<file path="src/rtl/io_input_conditioner.sv">
// io_input_conditioner: 2-flop sync, shared-tick debounce, press pulses and sticky latches for
// switches, keys and the DMA apply button. Optional key auto-repeat under IO_INPUT_AUTOREPEAT_EN.

module io_debounce_line #(
    parameter int STABLE_TICKS = 10
) (
    input  logic clk_i,
    input  logic rst_i,
    input  logic tick_i,
    input  logic synced_i,
    output logic deb_o
);
    localparam int CW = $clog2(STABLE_TICKS + 1);

    typedef enum logic {ST_STABLE, ST_CHANGING} state_e;

    state_e        state_q, state_d;
    logic [CW-1:0] cnt_q, cnt_d;
    logic          deb_q, deb_d;
    logic [CW:0]   cnt_inc;

    assign cnt_inc = {1'b0, cnt_q} + (CW+1)'(1);
    assign deb_o   = deb_q;

    always_ff @(posedge clk_i) begin
        if (rst_i) begin
            state_q <= ST_STABLE;
            cnt_q   <= '0;
            deb_q   <= 1'b0;
        end else begin
            state_q <= state_d;
            cnt_q   <= cnt_d;
            deb_q   <= deb_d;
        end
    end

    always_comb begin
        state_d = state_q;
        cnt_d   = cnt_q;
        deb_d   = deb_q;
        if (tick_i) begin
            case (state_q)
                ST_STABLE: begin
                    if (synced_i != deb_q) begin
                        state_d = ST_CHANGING;
                        cnt_d   = CW'(1);
                    end
                end
                ST_CHANGING: begin
                    // A sample matching the old level is a bounce: start over.
                    if (synced_i == deb_q) begin
                        state_d = ST_STABLE;
                        cnt_d   = '0;
                    end else if (cnt_inc == (CW+1)'(STABLE_TICKS)) begin
                        state_d = ST_STABLE;
                        cnt_d   = '0;
                        deb_d   = synced_i;
                    end else begin
                        cnt_d = cnt_inc[CW-1:0];
                    end
                end
            endcase
        end
    end
endmodule

module io_input_conditioner #(
    parameter int NUM_SW         = 18,
    parameter int NUM_KEY        = 4,
    parameter int TICK_CYCLES    = 50000,
    parameter int STABLE_TICKS   = 10,
    parameter int KEY_ACTIVE_LOW = 1
) (
    input  logic                      physical_clock,
    input  logic                      reset,
    input  logic [NUM_SW-1:0]         raw_sw,
    input  logic [NUM_KEY-1:0]        raw_key,
    input  logic                      raw_apply,
    input  logic [NUM_KEY-1:0]        key_clear,
    input  logic                      apply_clear,
    output logic [NUM_SW+NUM_KEY-1:0] IO_input,
    output logic [NUM_KEY-1:0]        key_press,
    output logic [NUM_KEY-1:0]        key_latched,
    output logic                      apply_press,
    output logic                      apply_latched,
    output logic                      sample_tick
);
    localparam int NL = NUM_SW + NUM_KEY + 1;
    localparam int NP = NUM_KEY + 1;
    localparam int TW = (TICK_CYCLES > 1) ? $clog2(TICK_CYCLES) : 1;
    localparam logic [NL-1:0] INV_MASK =
        (KEY_ACTIVE_LOW != 0) ? {{NP{1'b1}}, {NUM_SW{1'b0}}} : '0;

    logic [NL-1:0] sync1_q, sync2_q, synced, deb;
    logic [TW-1:0] tick_cnt_q, tick_cnt_d;
    logic          tick;
    logic [NP-1:0] pdeb, prev_q, press_q, press_d, latched_q, latched_d, rpt_fire, clear;

    assign tick       = (tick_cnt_q == TW'(TICK_CYCLES - 1));
    assign tick_cnt_d = tick ? '0 : tick_cnt_q + TW'(1);
    assign synced     = sync2_q ^ INV_MASK;
    assign pdeb       = deb[NL-1:NUM_SW];
    assign clear      = {apply_clear, key_clear};
    assign press_d    = (pdeb & ~prev_q) | rpt_fire;
    // Set has priority over clear on the same cycle.
    assign latched_d  = press_q | (latched_q & ~clear);

    always_ff @(posedge physical_clock) begin
        if (reset) begin
            sync1_q    <= '0;
            sync2_q    <= '0;
            tick_cnt_q <= '0;
            prev_q     <= '0;
            press_q    <= '0;
            latched_q  <= '0;
        end else begin
            sync1_q    <= {raw_apply, raw_key, raw_sw};
            sync2_q    <= sync1_q;
            tick_cnt_q <= tick_cnt_d;
            prev_q     <= pdeb;
            press_q    <= press_d;
            latched_q  <= latched_d;
        end
    end

    for (genvar i = 0; i < NL; i++) begin : g_line
        io_debounce_line #(.STABLE_TICKS(STABLE_TICKS)) u_deb (
            .clk_i   (physical_clock),
            .rst_i   (reset),
            .tick_i  (tick),
            .synced_i(synced[i]),
            .deb_o   (deb[i])
        );
    end

`ifdef IO_INPUT_AUTOREPEAT_EN
    localparam logic [8:0] RPT_FIRST = 9'd500;
    localparam logic [8:0] RPT_NEXT  = 9'd100;

    for (genvar k = 0; k < NUM_KEY; k++) begin : g_rpt
        logic [8:0] rcnt_q, rcnt_inc, limit;
        logic       rep_q;

        assign limit       = rep_q ? RPT_NEXT : RPT_FIRST;
        assign rcnt_inc    = rcnt_q + 9'd1;
        assign rpt_fire[k] = tick & pdeb[k] & (rcnt_inc == limit);

        // Counts ticks while the debounced key stays pressed; release clears it.
        always_ff @(posedge physical_clock) begin
            if (reset || !pdeb[k]) begin
                rcnt_q <= '0;
                rep_q  <= 1'b0;
            end else if (tick) begin
                if (rcnt_inc == limit) begin
                    rcnt_q <= '0;
                    rep_q  <= 1'b1;
                end else begin
                    rcnt_q <= rcnt_inc;
                end
            end
        end
    end
    assign rpt_fire[NUM_KEY] = 1'b0;
`else
    assign rpt_fire = '0;
`endif

    assign IO_input      = deb[NUM_SW+NUM_KEY-1:0];
    assign key_press     = press_q[NUM_KEY-1:0];
    assign key_latched   = latched_q[NUM_KEY-1:0];
    assign apply_press   = press_q[NUM_KEY];
    assign apply_latched = latched_q[NUM_KEY];
    assign sample_tick   = tick;
endmodule

</file>
<file path="config.mk">
export PLATFORM = sky130hd
export DESIGN_NAME = io_input_conditioner
export DESIGN_NICKNAME = d
export VERILOG_FILES = /design/src/rtl/io_input_conditioner.sv
export SDC_FILE = /design/constraint.sdc
export NUM_CORES = 1
export LEC_CHECK = 0
export BUFFER_PORTS_ARGS = -buffer_cell sky130_fd_sc_hd__buf_2
export CAP_MARGIN = 40
export CORE_MARGIN = 2
export CORE_UTILIZATION = 50
export CTS_CLUSTER_SIZE = 16
export DETAILED_ROUTE_END_ITERATION = 10
export GPL_TIMING_DRIVEN = 0
export HOLD_SLACK_MARGIN = 0.1
export PLACE_DENSITY_LB_ADDON = 0.1
export SLEW_MARGIN = 25
export SYNTH_ARGS = -nofsm -noshare
export SYNTH_HDL_FRONTEND = slang
export SYNTH_SLANG_ARGS = --single-unit
</file>
<file path="constraint.sdc">
create_clock -name physical_clock -period 6.09 [get_ports physical_clock]
set_input_delay 0.3045 -clock physical_clock [delete_from_list [all_inputs] [get_ports physical_clock]]
set_output_delay 0.3045 -clock physical_clock [all_outputs]
set_load 0.01 [all_outputs]
</file>
# Word-level counts from Yosys, hierarchy flattened

Cells that the tools add are included.

Register bits after elaboration: 215
Output and inout port bits: 33
Word-level logic and storage cells: 475

Add/sub/neg operators: 24
Eq/ne operators: 93
Mux-type cells: 184
Bitwise operators: 52
Reduce and logical (&&, ||, !) cells: 47

Operators by type and width:

| kind                    | number |
|---|---|
| $mux W4                 | 69 |
| $pmux W4 S2             | 23 |
| $add A4 B1 Y5 const B   | 23 |
| $eq A5 B4 Y1 const B    | 23 |
| $reduce_and A4 Y1       | 23 |
| $mux W1                 | 69 |
| $ne A2 B1 Y1 const B    | 23 |
| $not A1 Y1              | 46 |
| $pmux W1 S2             | 23 |
| $reduce_and A2 Y1       | 23 |
| $eq A1 B1 Y1            | 23 |
| $ne A1 B1 Y1            | 23 |
| $add A16 B1 Y16 const B | 1 |
| $eq A16 B16 Y1 const B  | 1 |
| $not A5 Y5              | 3 |
| $and A5 B5 Y5           | 2 |
| $or A5 B5 Y5            | 1 |
| $reduce_or A2 Y1        | 1 |

# Logic depth before layout (Yosys ltp)

Gate-level depths: netlist of the first run.

Depth in word-level cells: 5
Depth in mapped cells: 9

# Hierarchy

A second synthesis of the first run with hierarchy kept.

Cell total of the unflattened synthesis: 1165
Area total of the unflattened synthesis: 11468.5 um^2

Modules (own cells, without submodules):

| module               | instances | cells an instance | area each (um^2) | seq. area each (um^2) |
|---|---|---|---|---|
| io_debounce_line     | 23        | 40                | 386.6            | 120.1 |
| io_input_conditioner | 1         | 245               | 2576.2           | 1541.5 |

# Worst setup path after synthesis of the first run

OpenSTA, ideal clock, no wires.

Path kind: reg2reg
From: register tick_cnt_q[0]
To: register g_line[13].u_deb.cnt_q[2]
Arrival: 1808 ps
Required time: 5962 ps
Setup slack: 4155 ps
Cell stages (with the launch flop): 10
Path buffers: 2
Period minus slack after synthesis: 1935 ps
Cell sequence: dfxtp_1 > ha_1 > and3_1 > nand4_1 > inv_2 > buf_2 > buf_2 > o21ai_0 > a2bb2oi_1 > nor2_1

Cells in the longest elaborated chain, start to end: 2

Ends and longest elaborated chain:

| item                               | line | RTL |
|---|---|---|
| start, declared                    | 95   | `logic [TW-1:0] tick_cnt_q, tick_cnt_d;` |
| start signal, assigned             | 119  | `tick_cnt_q <= tick_cnt_d;` |
| $eq A16 B16 Y1                     | 99   | `assign tick = (tick_cnt_q == TW'(TICK_CYCLES - 1));` |
| $reduce_and A2 Y1 (no source line) | n/a  |  |
| end signal, assigned               | 32   | `cnt_q <= cnt_d;` |
| end, declared                      | 18   | `logic [CW-1:0] cnt_q, cnt_d;` |

Every way passes these cells.
A chain may end at the register's enable or synchronous reset.

# Worst setup path in the final report of the first run

From: register tick_cnt_q[15]
To: output sample_tick

Cells in the longest elaborated chain, start to end: 1

Ends and longest elaborated chain:

| item           | line | RTL |
|---|---|---|
| $eq A16 B16 Y1 | 99   |  |
| end, declared  | 86   | `output logic sample_tick` |

Every way passes these cells.

==> summary.txt, run 1 <==
Clock tree
  • # Post-CTS Setup Buffers: 0
  • CTS Sinks: 215
  • H-tree depth: 1
  • Clock Latency Late Sink: 0.51 ns
  • CTS tree: yes
  • Num CTS Buffers: 25
  • Clock root buffer: clkbuf_16
  • Post-CTS sizing: 0
  • CTS clk-pin slew, worst paths: 0.06 ns
  • Clk buf depth: 3

Synthesis
  • Yosys warns: 0
  • Syn Std Cell Area: 10500 um2
  • EDFF count, synth: 0
  • Share of the synthesized area in the top cell type: 0.411
  • Synth Area in Adders: 0.0562
  • Multiplexer share of the synthesized area: 0.0251
  • Yosys cell types: 52
  • Largest family of logic cells by synthesized area: simple AND/OR/NAND/NOR gates
  • Post-synthesis sequential area ratio: 0.411
  • Cells after Synth: 1208
  • Post-Synth Simple-Gate Area: 0.276
  • Dominant cells by area after synthesis: dfxtp_1, ha_1, nor2b_1
  • Synth Area in Compound Gates: 0.149
  • Avg Inst Size Synth: 8.66 um2
  • Post-synth top flop: dfxtp_1
  • Fraction of registers with async set/reset: 0
  • Synth Net Count: 1285
  • Synth area leader: dfxtp_1
  • Post-synthesis xor/xnor area fraction: 0.0318
  • Synthesis-stage register bit count: 215

Die
  • Die height: 149 um
  • Die X: 149 um
  • Core ar.: 20400 um2
  • Initial core utilization: 0.514
  • Die ar.: 22100 um2
  • I/O pin count: 63
  • Site Rows: 52

STA
  • Normalized max-slew margin: 0.462
  • Tightest Pin Transition: 0.807 ns
  • F_max: 0.287 GHz
  • TNS Setup: 0 ns
  • Hold Vio Cnt, Final: 0
  • # setup viols final: 0
  • Final Max Slew Viols: 0
  • Clock Skew: 0.00729 ns
  • Period Utilization, post-route: 0.573
  • RSZ-0062 raised after global routing: no
  • Crit path time final: 3.49 ns

Drt
  • Routed WL: 26800 um
  • M1 WL: 12700 um
  • Met3 Wirelength: 1270 um
  • Drt pass-1 iters: 7
  • Drt drc: 0
  • Initial DRC Count: 578
  • Via density per instance: 5.59
  • Max Used Layer: met4
  • WL/cell: 16.6 um
  • Post-route ant nets: 0
  • Met2 wire length: 12300 um
  • Routed via count: 9041

Job
  • Max-cap check violation count: 0

Setup path
  • Endpoint class of the critical path: output pin
  • WS Path Type: reg -> out
  • Worst Path Required: 5.79 ns
  • Slowest cell on the critical path: nand4_1
  • Crit path launch type: register
  • Crit-path max FO: 10
  • Top cell by count, worst path: buf_2
  • Family with the most delay on the worst path: buffers and inverters
  • Critical path arrival: 3.18 ns
  • Worst-path cell chain: nor4bb_1, nand4_1, inv_2, buf_2, buf_2, buf_2
  • Crit-path max cell delay: 0.54 ns
  • Worst Path Buf+Inv: 4

Place
  • Placed Area: 11100 um2
  • Inst Count DP: 1543
  • Dpl hpwl: 17900 um
  • Port bufs: 62
  • Routability cong.: 0.895

Status
  • Status: finished, final reports clean

GRT
  • Antenna violations before repair: 0
  • GRT overflow: 0
  • First-pass GRT wire length: 43400 um
  • Largest net degree at the start of global routing: 13
  • Vias in the first global route: 8455
  • Total global routing track utilization: 0.245

Cells and area
  • Most common cell after layout, fill and taps aside: dfxtp_1
  • Antenna cells: 0
  • Filler instances: 1819
  • Finished Layout Cells: 1617
  • Commonest non-fill, non-tap cells in the layout: dfxtp_1, nand2_1, nor2_1
  • Layout Utilization: 0.605
  • Layout cells sized above 1: 0.111
  • Area Growth Syn to Fin: 17.7%
  • Nets: 1407
  • Finished Cell Area: 12300 um2

Pwr
  • PnR Total Power: 3110 uW
  • Power Dens Cells: 253 nW/um2
  • Max VDD drop: 0.234 mV
  • LEAKAGE: 0.00465 uW

Min path
  • HP Class: in -> reg
==> sequential cells by signal, summed over array words and instances, names as in the netlist <==
| register | count |
|---|---|
| press_q | 5 |
| g_line.u_deb.state_q | 23 |
| g_line.u_deb.cnt_q | 92 |
| prev_q | 5 |
| sync2_q | 23 |
| g_line.u_deb.deb_o | 23 |
| sync1_q | 23 |
| latched_q | 5 |
| tick_cnt_q | 16 |
==> worst paths after layout <==
kind / startpoint / endpoint / slack [ns] / cells after the start
worst min-delay path: key_clear[2] / latched_q[2] / 0.12 / 4
worst max-delay path: tick_cnt_q[15] / sample_tick / 2.60 / 6
worst max register to register: tick_cnt_q[15] / g_line[13].u_deb.cnt_q[2] / 3.04 / 8
worst min register to register: prev_q[3] / press_q[3] / 0.38 / 1
==> logic make-up after synthesis <==
logic type               after synthesis
AND/OR/NAND/NOR                      519
AO/OA/AOI/OAI                        249
flip-flops                           215
buffers and inverters                114
adder cells (fa/ha/maj)               47
XOR/XNOR                              38
multiplexers                          26
==> layer usage <==
metal | up-vias | track usage
met4 | 0 | 0.0533
met2 | 203 | 0.417
met5 | - | 0
li1 | 4531 | -
met3 | 40 | 0.0298
met1 | 4267 | 0.336
==> area by class of cell <==
| cell class | count | area (um2) | share of cell area |
|---|---|---|---|
| Buffer | 66 | 350 | 0.0284 |
| Clock buffer | 36 | 737 | 0.0598 |
| Clock inverter | 8 | 144 | 0.0117 |
| Inverter | 48 | 180 | 0.0146 |
| Multi-Input combinational cell | 879 | 5630 | 0.457 |
| Sequential cell | 215 | 4300 | 0.349 |
| Tap cell | 270 | 338 | 0.0274 |
| Timing Repair Buffer | 95 | 636 | 0.0516 |
==> tightest hold or removal path: stages <==
cell and delay (ns):
buf_2 0.09, inv_1 0.04, a21oi_1 0.07, nor2_1 0.08
==> repair_timing <==
action,4_1_cts,5_1_grt
hold buffers,27,0
hold endpoints to repair,27,0
endpoints found under the setup margin,0,0
==> power breakdown <==
group	total (uW)	switching, uW	leakage (uW)	internal, uW
clock	1580	579	0.000436	1000
combinational	98.1	58.1	0.00248	40.0
sequential	1430	7.92	0.00174	1420
==> cells in the mapped netlist, types with 2 or more instances <==
| library cell | number |
|---|---|
| xor2_1 | 28 |
| nand4bb_1 | 3 |
| nand4_1 | 20 |
| nand2_1 | 91 |
| or3_1 | 9 |
| and4b_1 | 2 |
| o21a_1 | 3 |
| buf_4 | 24 |
| o21ai_0 | 63 |
| ha_1 | 47 |
| nor3_1 | 24 |
| mux2_2 | 2 |
| or4_1 | 5 |
| a22oi_1 | 2 |
| nand3b_1 | 40 |
| mux2i_1 | 24 |
| o22ai_1 | 11 |
| dfxtp_1 | 215 |
| inv_1 | 47 |
| nor4_1 | 24 |
| o211ai_1 | 15 |
| and3_1 | 13 |
| nand3_1 | 40 |
| a211oi_1 | 3 |
| and4_1 | 2 |
| a2bb2oi_1 | 14 |
| buf_2 | 9 |
| a311oi_1 | 2 |
| a32oi_1 | 10 |
| nor2b_1 | 79 |
| o41ai_1 | 8 |
| a31oi_1 | 4 |
| nand2b_1 | 46 |
| or4bb_1 | 3 |
| clkbuf_1 | 32 |
| a211o_1 | 10 |
| xnor2_1 | 10 |
| nor2_1 | 89 |
| o31ai_1 | 21 |
| nand4b_1 | 13 |
| and2_1 | 2 |
| a21o_1 | 5 |
| nor3b_1 | 9 |
| a21oi_1 | 77 |
==> through the flow <==
| step | hold slack, ns | setup slack (ns) |
|---|---|---|
| floorplan | 0.367 | 4.15 |
| global placement | 0.370 | 2.90 |
| detailed placement | 0.380 | 2.91 |
| CTS | 0.106 | 2.62 |
| global route | 0.144 | 2.42 |
| finish | 0.115 | 2.60 |
No activity file was read; power rests on OpenSTA's default activity.
==> inputs of run 2 (changes only) <==
==> constraint.sdc (replaced) <==
create_clock -name physical_clock -period 3.1 [get_ports physical_clock]
set_input_delay 0.155 -clock physical_clock [delete_from_list [all_inputs] [get_ports physical_clock]]
set_output_delay 0.155 -clock physical_clock [all_outputs]
set_load 0.01 [all_outputs]
==> summary.txt, run 2 (synthesis results as in run 1) <==
Status
  • Status: finished, final reports clean

Clock tree
  • Clk buf depth: 3 (unchanged)
  • CTS clk-pin slew, worst paths: 0.06 ns (about the same)
  • Clock root buffer: clkbuf_16
  • CTS tree: yes
  • Clock Latency Late Sink: 0.51 ns (about the same)
  • Num CTS Buffers: 25 (unchanged)
  • H-tree depth: 1 (unchanged)
  • CTS Sinks: 215 (unchanged)

GRT
  • First-pass GRT wire length: 43400 um (+0.19%)
  • Largest net degree at the start of global routing: 13 (unchanged)
  • Vias in the first global route: 8470 (+0.18%)
  • GRT overflow: 0 (unchanged)
  • Total global routing track utilization: 0.246 (+0.000588)
  • Antenna violations before repair: 0 (unchanged)

STA
  • Final hold slack: 0.221 ns (+0.106 ns)
  • TNS Setup: 0 ns (unchanged)
  • Final Max Slew Viols: 0 (unchanged)
  • Post-route setup slack: 0.218 ns (-2.38 ns)
  • Normalized max-slew margin: 0.449 (-0.0129)
  • # setup viols final: 0 (unchanged)
  • RSZ-0062 raised after global routing: no
  • Crit path time final: 2.88 ns
  • Period Utilization, post-route: 0.930
  • Tightest Pin Transition: 0.826 ns (+0.0193 ns)
  • Hold Vio Cnt, Final: 0 (unchanged)
  • F_max: 0.347 GHz
  • Clock Skew: 0.00722 ns (-0.0000654 ns)

Cells and area
  • Max reg flops: 92 (unchanged)
  • Finished Layout Cells: 1619 (+0.12%)
  • Layout cells sized above 1: 0.111 (+0.000577)
  • Nets: 1409 (+0.14%)
  • Largest register by flop count: g_line.u_deb.cnt_q
  • Commonest non-fill, non-tap cells in the layout: dfxtp_1, nand2_1, nor2_1
  • Most common cell after layout, fill and taps aside: dfxtp_1
  • Area Growth Syn to Fin: 17.9%
  • Antenna cells: 0 (unchanged)

Pwr
  • LEAKAGE: 0.00466 uW (+0.18%)
  • Max VDD drop: 0.457 mV (+96%)
  • Power Dens Cells: 496 nW/um2 (+96%)

Place
  • Port bufs: 62 (unchanged)
  • Routability cong.: 0.895 (unchanged)
  • Dpl hpwl: 17900 um (unchanged)
  • Dpl ws: 0.0710 ns (-2.84 ns)
  • Inst Count DP: 1543 (unchanged)

Die
  • Die X: 149 um (unchanged)
  • I/O pin count: 63 (unchanged)
  • Die ar.: 22100 um2 (unchanged)
  • Site Rows: 52 (unchanged)
  • Die height: 149 um (unchanged)
  • Core ar.: 20400 um2 (unchanged)
  • Initial core utilization: 0.514 (unchanged)

Setup path
  • Endpoint class of the critical path: output pin
  • Worst Path Buf+Inv: 4 (unchanged)
  • Crit-path max cell delay: 0.44 ns (-0.10 ns)
  • Critical path arrival: 2.73 ns (-0.45 ns)
  • Family with the most delay on the worst path: buffers and inverters
  • Top cell by count, worst path: buf_2
  • Worst-path cell chain: nor4bb_1, nand4_1, inv_2, buf_2, buf_2, buf_2
  • Slowest cell on the critical path: nor4bb_1
  • Crit-path max FO: 10 (unchanged)
  • Worst Path Required: 2.94 ns (-2.85 ns)
  • WS Path Type: reg -> out
  • Crit path launch type: register

Drt
  • Routed WL: 26900 um (+0.53%)
  • Met3 Wirelength: 1300 um (+2.4%)
  • Max Used Layer: met4
  • M1 WL: 12700 um (+0.14%)
  • Routed via count: 9053 (+0.13%)
  • Drt pass-1 iters: 6 (-1)
  • Initial DRC Count: 599 (+3.6%)
  • Post-route ant nets: 0 (unchanged)
  • Drt drc: 0 (unchanged)
  • Via density per instance: 5.59 (about the same)
  • Met2 wire length: 12400 um (+0.94%)
  • WL/cell: 16.6 um (+0.40%)

Min path
  • HP Class: in -> reg

Job
  • Max-cap check violation count: 0 (unchanged)
## run 2: cell types whose count changed in the layout (fill, tap and decap cells not counted)
cell and delta:
buf_4 +1, dlygate4sd3_1 +1
## run 2: repair_timing
action                                  4_1_cts  5_1_grt
endpoints found under the setup margin        1        0
hold buffers                                 28        0
hold endpoints to repair                     28        0
buffers inserted                              1        0
resized for setup                             0        0
## run 2: path summary, 6_finish.rpt
check | from | to | slack (ns) | cells past startpoint
hold / removal | reset | tick_cnt_q[14] | 0.22 | 4
setup reg to reg | tick_cnt_q[0] | g_line[20].u_deb.state_q | 0.32 | 8
hold reg to reg | prev_q[3] | press_q[3] | 0.38 | 1
setup / recovery | tick_cnt_q[15] | sample_tick | 0.22 | 6
## run 2: per-layer routing
layer | GRT usage | vias up
met5 | 0 | -
met4 | 0.0533 | 0
met3 | 0.0298 | 39
met2 | 0.418 | 201
met1 | 0.336 | 4286
li1 | - | 4527
## run 2: per-stage QoR
step | power (uW) | util | area [um2]
after detailed placement | 3040 | 0.547 | 11100
after global placement | 3030 | 0.546 | 11100
after floorplan | 2950 | - | 10500
after CTS | 6160 | 0.605 | 12300
after global routing | 6300 | 0.606 | 12300
final | 6110 | 0.606 | 12300
## run 2: cell type report
type	instances	area, um2
clock buffer	36	737
sequential	215	4300
inverter	48	180
tap	270	338
clock inverter	8	144
multi-input combinational	879	5630
timing repair buffer	97	653
buffer	66	350
fill	1816	8030
## run 2: worst min-delay path, cell delays in order
cell	delay (ns)
buf_2	0.10
nand2b_1	0.10
clkbuf_1	0.26
a21oi_1	0.07
## run 2: where the power goes
| part | total, uW | internal [uW] | switching, uW | leakage, uW |
|---|---|---|---|---|
| registers | 2810 | 2790 | 15.6 | 0.00174 |
| logic | 194 | 79.4 | 115 | 0.00248 |
| clock network | 3110 | 1970 | 1140 | 0.000436 |
